**src/rtl/ram_loader.sv**
```systemverilog
// Stream-to-RAM program loader: parses SYNC/LEN/ADDR/data/CHECKSUM frames
// and owns the RAM write port while a frame is in progress.
module ram_loader #(
   parameter int               RAM_DEPTH = 16,
   parameter int               WIDTH     = 8,
   parameter logic [WIDTH-1:0] SYNC_BYTE = 8'hA5
) (
   input  logic                          mclk,
   input  logic                          i_reset,
   input  logic                          mclk_en,
   input  logic                          i_rx_valid,
   input  logic [WIDTH-1:0]              i_rx_data,
   output logic                          o_rx_ready,
   input  logic [$clog2(RAM_DEPTH)-1:0]  i_cpu_address,
   output logic [$clog2(RAM_DEPTH)-1:0]  o_ram_address,
   output logic                          o_ram_load_enable,
   output logic [WIDTH-1:0]              o_ram_load_data,
   output logic                          o_prog_active,
   output logic                          o_done,
   output logic                          o_error
);

   localparam int ADDR_WIDTH = $clog2(RAM_DEPTH);
   localparam logic [WIDTH-1:0] DEPTH_W = WIDTH'(RAM_DEPTH);
   localparam logic [ADDR_WIDTH-1:0] LAST_A = ADDR_WIDTH'(RAM_DEPTH - 1);

   typedef enum logic [2:0] {
      S_IDLE, S_LEN, S_ADDR, S_DATA, S_WRITE, S_CHECK
   } state_t;

   state_t                state_q;
   logic [WIDTH-1:0]      cnt_q;
   logic [WIDTH-1:0]      sum_q;
   logic [WIDTH-1:0]      data_q;
   logic [ADDR_WIDTH-1:0] addr_q;
   logic                  active_q;
   logic                  done_q;
   logic                  err_q;

   logic                  accept;
   logic                  len_bad;
   logic                  addr_bad;
   logic [WIDTH-1:0]      sum_d;
   logic [ADDR_WIDTH-1:0] addr_d;

   assign o_rx_ready = (state_q != S_WRITE);
   assign accept     = mclk_en & i_rx_valid & o_rx_ready;
   assign sum_d      = sum_q + i_rx_data;
   assign addr_d     = (addr_q == LAST_A) ? '0 : addr_q + 1'b1;
   assign len_bad    = (i_rx_data == '0) || (i_rx_data > DEPTH_W);
   assign addr_bad   = (i_rx_data >> ADDR_WIDTH) != '0;

   // Write strobe is dropped immediately on reset or a disabled cycle.
   assign o_ram_load_enable = (state_q == S_WRITE) & active_q
                              & mclk_en & ~i_reset;
   assign o_ram_address     = active_q ? addr_q : i_cpu_address;
   assign o_ram_load_data   = data_q;
   assign o_prog_active     = active_q;
   assign o_done            = done_q;
   assign o_error           = err_q;

   always_ff @(posedge mclk) begin
      if (i_reset) begin
         state_q  <= S_IDLE;
         cnt_q    <= '0;
         sum_q    <= '0;
         data_q   <= '0;
         addr_q   <= '0;
         active_q <= 1'b0;
         done_q   <= 1'b0;
         err_q    <= 1'b0;
      end else if (mclk_en) begin
         case (state_q)
            S_IDLE: begin
               if (accept && i_rx_data == SYNC_BYTE) begin
                  state_q  <= S_LEN;
                  active_q <= 1'b1;
                  done_q   <= 1'b0;
                  err_q    <= 1'b0;
                  sum_q    <= '0;
               end
            end
            S_LEN: begin
               if (accept) begin
                  if (len_bad) begin
                     err_q    <= 1'b1;
                     active_q <= 1'b0;
                     state_q  <= S_IDLE;
                  end else begin
                     cnt_q   <= i_rx_data;
                     state_q <= S_ADDR;
                  end
               end
            end
            S_ADDR: begin
               if (accept) begin
                  if (addr_bad) begin
                     err_q    <= 1'b1;
                     active_q <= 1'b0;
                     state_q  <= S_IDLE;
                  end else begin
                     addr_q  <= i_rx_data[ADDR_WIDTH-1:0];
                     state_q <= S_DATA;
                  end
               end
            end
            S_DATA: begin
               if (accept) begin
                  data_q  <= i_rx_data;
                  sum_q   <= sum_d;
                  state_q <= S_WRITE;
               end
            end
            S_WRITE: begin
               addr_q  <= addr_d;
               cnt_q   <= cnt_q - 1'b1;
               state_q <= (cnt_q == WIDTH'(1)) ? S_CHECK : S_DATA;
            end
            S_CHECK: begin
               if (accept) begin
                  done_q   <= (i_rx_data == sum_q);
                  err_q    <= (i_rx_data != sum_q);
                  active_q <= 1'b0;
                  state_q  <= S_IDLE;
               end
            end
            default: state_q <= S_IDLE;
         endcase
      end
   end

endmodule

```
**config.mk**
```make
export PLATFORM = sky130hd
export DESIGN_NAME = ram_loader
export DESIGN_NICKNAME = d
export VERILOG_FILES = /design/src/rtl/ram_loader.sv
export SDC_FILE = /design/constraint.sdc
export NUM_CORES = 1
export LEC_CHECK = 0
export ABC_AREA = 1
export CORE_MARGIN = 1
export CORE_UTILIZATION = 55
export DETAILED_ROUTE_END_ITERATION = 8
export PLACE_DENSITY = 0.8
export RECOVER_POWER = 50
export SYNTH_ARGS = -nofsm -noshare
export SYNTH_HDL_FRONTEND = slang
export SYNTH_SLANG_ARGS = --single-unit
```
**constraint.sdc**
```tcl
create_clock -name mclk -period 2 [get_ports mclk]
set_input_delay 0.4 -clock mclk [delete_from_list [all_inputs] [get_ports mclk]]
set_output_delay 0.4 -clock mclk [all_outputs]
set_load 0.02 [all_outputs]
```
==> flow_results.xml <==
<?xml version="1.0" encoding="UTF-8"?>
<metrics>
  <group name="setup_path">
    <metric name="required" unit="ps">1600</metric>
    <metric name="cp_slowest_stage_delay" unit="ps">590</metric>
    <metric name="reg2reg_to" unit="">o_ram_load_data[0]</metric>
    <metric name="worstReg2RegStart" unit="">state_q[0]</metric>
    <metric name="reg_to_reg_setup_timing_slack" unit="ps">230</metric>
    <metric name="r2r_cells" unit="">8</metric>
    <metric name="cp_cell_sequence" unit="">clkdlybuf4s50_1 -&gt; nand2_1 -&gt; nand2_1 -&gt; clkdlybuf4s50_1</metric>
    <metric name="critPathKind" unit="">input port to primary output</metric>
    <metric name="crit_fanout" unit="">1</metric>
    <metric name="critical_path_endpoint_category" unit="">primary output</metric>
    <metric name="critical_path.startpoint" unit="">i_cpu_address[0]</metric>
    <metric name="slowest_library_cell_on_the_worst_path" unit="">sky130_fd_sc_hd__clkdlybuf4s50_1</metric>
    <metric name="arrival" unit="ps">1540</metric>
    <metric name="crit_path_start_kind" unit="">input port</metric>
  </group>
  <group name="yosys">
    <metric name="synth-main-ff-cell" unit="">sky130_fd_sc_hd__dfxtp_1</metric>
    <metric name="synth_cell_types" unit="">31</metric>
    <metric name="ys_async_sr_fraction" unit="%">0</metric>
    <metric name="part_of_the_yosys_area_used_for_sequential_elements" unit="%">28.1</metric>
    <metric name="number_of_flops_mapped_to_enable_cells_by_yosys" unit="">0</metric>
    <metric name="instance_count_of_the_mapped_netlist" unit="">378</metric>
    <metric name="synthesis.area_per_instance" unit="µm²">6.42</metric>
    <metric name="synth_fp_nets" unit="">405</metric>
    <metric name="netlist_area" unit="µm²">2430</metric>
    <metric name="yosysWarnings" unit="">0</metric>
    <metric name="synth-seq-cells" unit="">34</metric>
  </group>
  <group name="power_and_ir_drop">
    <metric name="total_power" unit="mW">1.49</metric>
    <metric name="irDropWorstVdd" unit="mV">0.485</metric>
    <metric name="pwrdens" unit="nW/µm²">484</metric>
    <metric name="static-leakage-power" unit="nW">1.48</metric>
  </group>
  <group name="drt">
    <metric name="detail_route.iter0.violations" unit="">206</metric>
    <metric name="route.detailed.drc" unit="">0</metric>
    <metric name="final_antenna_net_count" unit="">0</metric>
    <metric name="routed-via-count" unit="">2604</metric>
    <metric name="firstDrtPassIters" unit="">4</metric>
    <metric name="viasPerCell" unit="">5.31</metric>
    <metric name="routed_wirelength" unit="µm">6350</metric>
    <metric name="route.detailed.wl_per_inst" unit="µm">12.9</metric>
  </group>
  <group name="clock_network">
    <metric name="clock_path_buffers" unit="">2</metric>
    <metric name="cts_max_level" unit="">2</metric>
    <metric name="postCtsResizedCells" unit="">2</metric>
    <metric name="hold_buffers" unit="">0</metric>
    <metric name="tritoncts" unit="">done</metric>
    <metric name="clock_insertion_delay_worst_skew" unit="ps">290</metric>
    <metric name="number_of_sinks_handled_by_clock_tree_synthesis" unit="">34</metric>
    <metric name="clk_root_buffer_cell" unit="">sky130_fd_sc_hd__clkbuf_8</metric>
    <metric name="cts_made_buffers" unit="">5</metric>
    <metric name="postCtsSetupBuffers" unit="">0</metric>
    <metric name="clock_transition_at_path_regs" unit="ps">70</metric>
  </group>
  <group name="place">
    <metric name="hpwlAfterDp" unit="µm">4810</metric>
    <metric name="routabilityCongestion" unit="">0.869</metric>
    <metric name="preCtsSetupSlack" unit="ps">-172</metric>
    <metric name="io_buffer_count" unit="">32</metric>
    <metric name="placed_cells" unit="">482</metric>
    <metric name="place_area" unit="µm²">2980</metric>
  </group>
  <group name="global_route">
    <metric name="first_pass_grt_wire_length" unit="µm">10400</metric>
    <metric name="antenna_found_initial" unit="">0</metric>
    <metric name="gr-usage-all-layers" unit="%">30.2</metric>
    <metric name="pin_count_of_the_biggest_net_entering_global_routing" unit="">21</metric>
    <metric name="first_global_vias" unit="">2337</metric>
    <metric name="global_route.overflow_total" unit="">0</metric>
  </group>
  <group name="finish">
    <metric name="stdcell_count" unit="">490</metric>
    <metric name="final_util" unit="%">74.5</metric>
    <metric name="mostFrequentLayoutCells" unit="">sky130_fd_sc_hd__nand2_1 (97), sky130_fd_sc_hd__nor2_1 (55), sky130_fd_sc_hd__inv_1 (38), sky130_fd_sc_hd__nand3_1 (36), sky130_fd_sc_hd__dfxtp_1 (33)</metric>
    <metric name="nNetsFinal" unit="">466</metric>
    <metric name="layout_commonest_cell" unit="">sky130_fd_sc_hd__nand2_1</metric>
    <metric name="synth_to_layout_area_growth" unit="%">26.4</metric>
    <metric name="num_antenna_cells" unit="">0</metric>
    <metric name="finalInstanceArea" unit="µm²">3070</metric>
    <metric name="layout-drive-gt1-share" unit="%">14.8</metric>
    <metric name="n_fill_cell" unit="">342</metric>
  </group>
  <group name="floorplanning">
    <metric name="fp.dieH" unit="µm">68.4</metric>
    <metric name="die_width" unit="µm">68.4</metric>
    <metric name="die_area" unit="µm²">4680</metric>
    <metric name="core_area" unit="µm²">4120</metric>
    <metric name="fp-row-count" unit="">23</metric>
    <metric name="start_util" unit="%">59.0</metric>
    <metric name="ios" unit="">33</metric>
  </group>
  <group name="sta">
    <metric name="setup_viol" unit="">0</metric>
    <metric name="maxSlewViolCount" unit="">0</metric>
    <metric name="grt_setup_unrepaired" unit="">no</metric>
    <metric name="final_min_period_over_clock_period" unit="%">97.1</metric>
    <metric name="timing.max_slew.rel_slack" unit="%">75.4</metric>
    <metric name="worst_slew_pin_slew" unit="ps">369</metric>
    <metric name="fin_ws" unit="ps">57.2</metric>
    <metric name="finClkSkew" unit="ps">7.23</metric>
    <metric name="setup_tns" unit="ps">0</metric>
    <metric name="hold_ws" unit="ps">470</metric>
    <metric name="finalHoldViolCount" unit="">0</metric>
    <metric name="achievable-frequency" unit="GHz">0.515</metric>
    <metric name="final_worst_path_period_need" unit="ps">1940</metric>
  </group>
  <group name="run">
    <metric name="max-cap-violations" unit="">0</metric>
  </group>
  <group name="min_path">
    <metric name="worst_hold_startpoint" unit="">cnt_q[3]</metric>
    <metric name="timing.hold.worst_endpoint" unit="">cnt_q[3]</metric>
    <metric name="hold_path_depth" unit="">2</metric>
    <metric name="min-delay-path-class" unit="">register to register</metric>
  </group>
  <group name="run_status">
    <metric name="run_status" unit="">completed</metric>
  </group>
</metrics>
[routing by layer]
layer | routed length (µm) | GRT usage (%) | vias to the layer above | share of wire, %
met5 | 0 | 0 | - | 0
met2 | 3250 | 53.3 | 51 | 51
li1 | - | - | 1344 | -
met4 | 68 | 7.29 | 0 | 1.1
met1 | 2760 | 36.1 | 1200 | 43
met3 | 274 | 7.50 | 9 | 4.3
[registers in the layout, summed over array words and instances (netlist names)]
signal	flops
cnt_q	8
o_prog_active	1
o_error	1
sum_q	8
addr_q	4
state_q	3
o_done	1
o_ram_load_data	8
[how the worst max path moves through the flow]
stage                     slack, ps  depth (start not counted)           endpoint
final                            60                          4   o_ram_address[0]
after CTS                         5                          3         o_rx_ready
after detailed placement       -170                          5  o_ram_load_enable
after global placement         -150                          4  o_ram_load_enable
after floorplan                 260                          5  o_ram_load_enable
after global routing              7                          4   o_ram_address[0]
[worst max-delay path, delay by kind of cell]
kind                   cells  cell delay, ps
and+or+nand+nor            2             100
buffers and inverters      2            1040
[Yosys cell counts, drive strengths merged (2+ instances only)]
master    n  area share (%)
dfxtp    34              28
a21oi    32             7.2
clkbuf    3            0.46
nor2     60              11
buf       5             1.8
nand2   104              18
inv      43             6.8
xor2      2            0.72
nand4     6             1.5
o21ai    25             5.3
nand3    42             9.9
ha       10             5.2
nor3      5             1.0
[cell type report]
class | count | area [µm²] | area share (%)
clock buffer | 7 | 76.3 | 2.49
timing repair buffer | 62 | 531 | 17.3
multi-input combinational | 293 | 1520 | 49.6
inverter | 43 | 164 | 5.34
clock inverter | 1 | 30.0 | 0.979
tap | 50 | 62.6 | 2.04
sequential | 34 | 682 | 22.2
[kinds of logic after synthesis]
family	after synthesis	synth area share, %
buf+inv	51	9.03
fa+ha+maj	11	5.98
compound gates	60	13.5
xor+xnor	3	1.08
simple gates	219	42.4
flops	34	28.1
[power by group]
| part | internal, mW | total [mW] | leakage, nW | switching, mW |
|---|---|---|---|---|
| Sequential | 0.677 | 0.677 | 0.274 | 0.000114 |
| Combinational | 0.0870 | 0.187 | 1.16 | 0.0999 |
| Clock | 0.373 | 0.622 | 0.0524 | 0.249 |
Note: power is estimated with default switching activity, not from simulation.
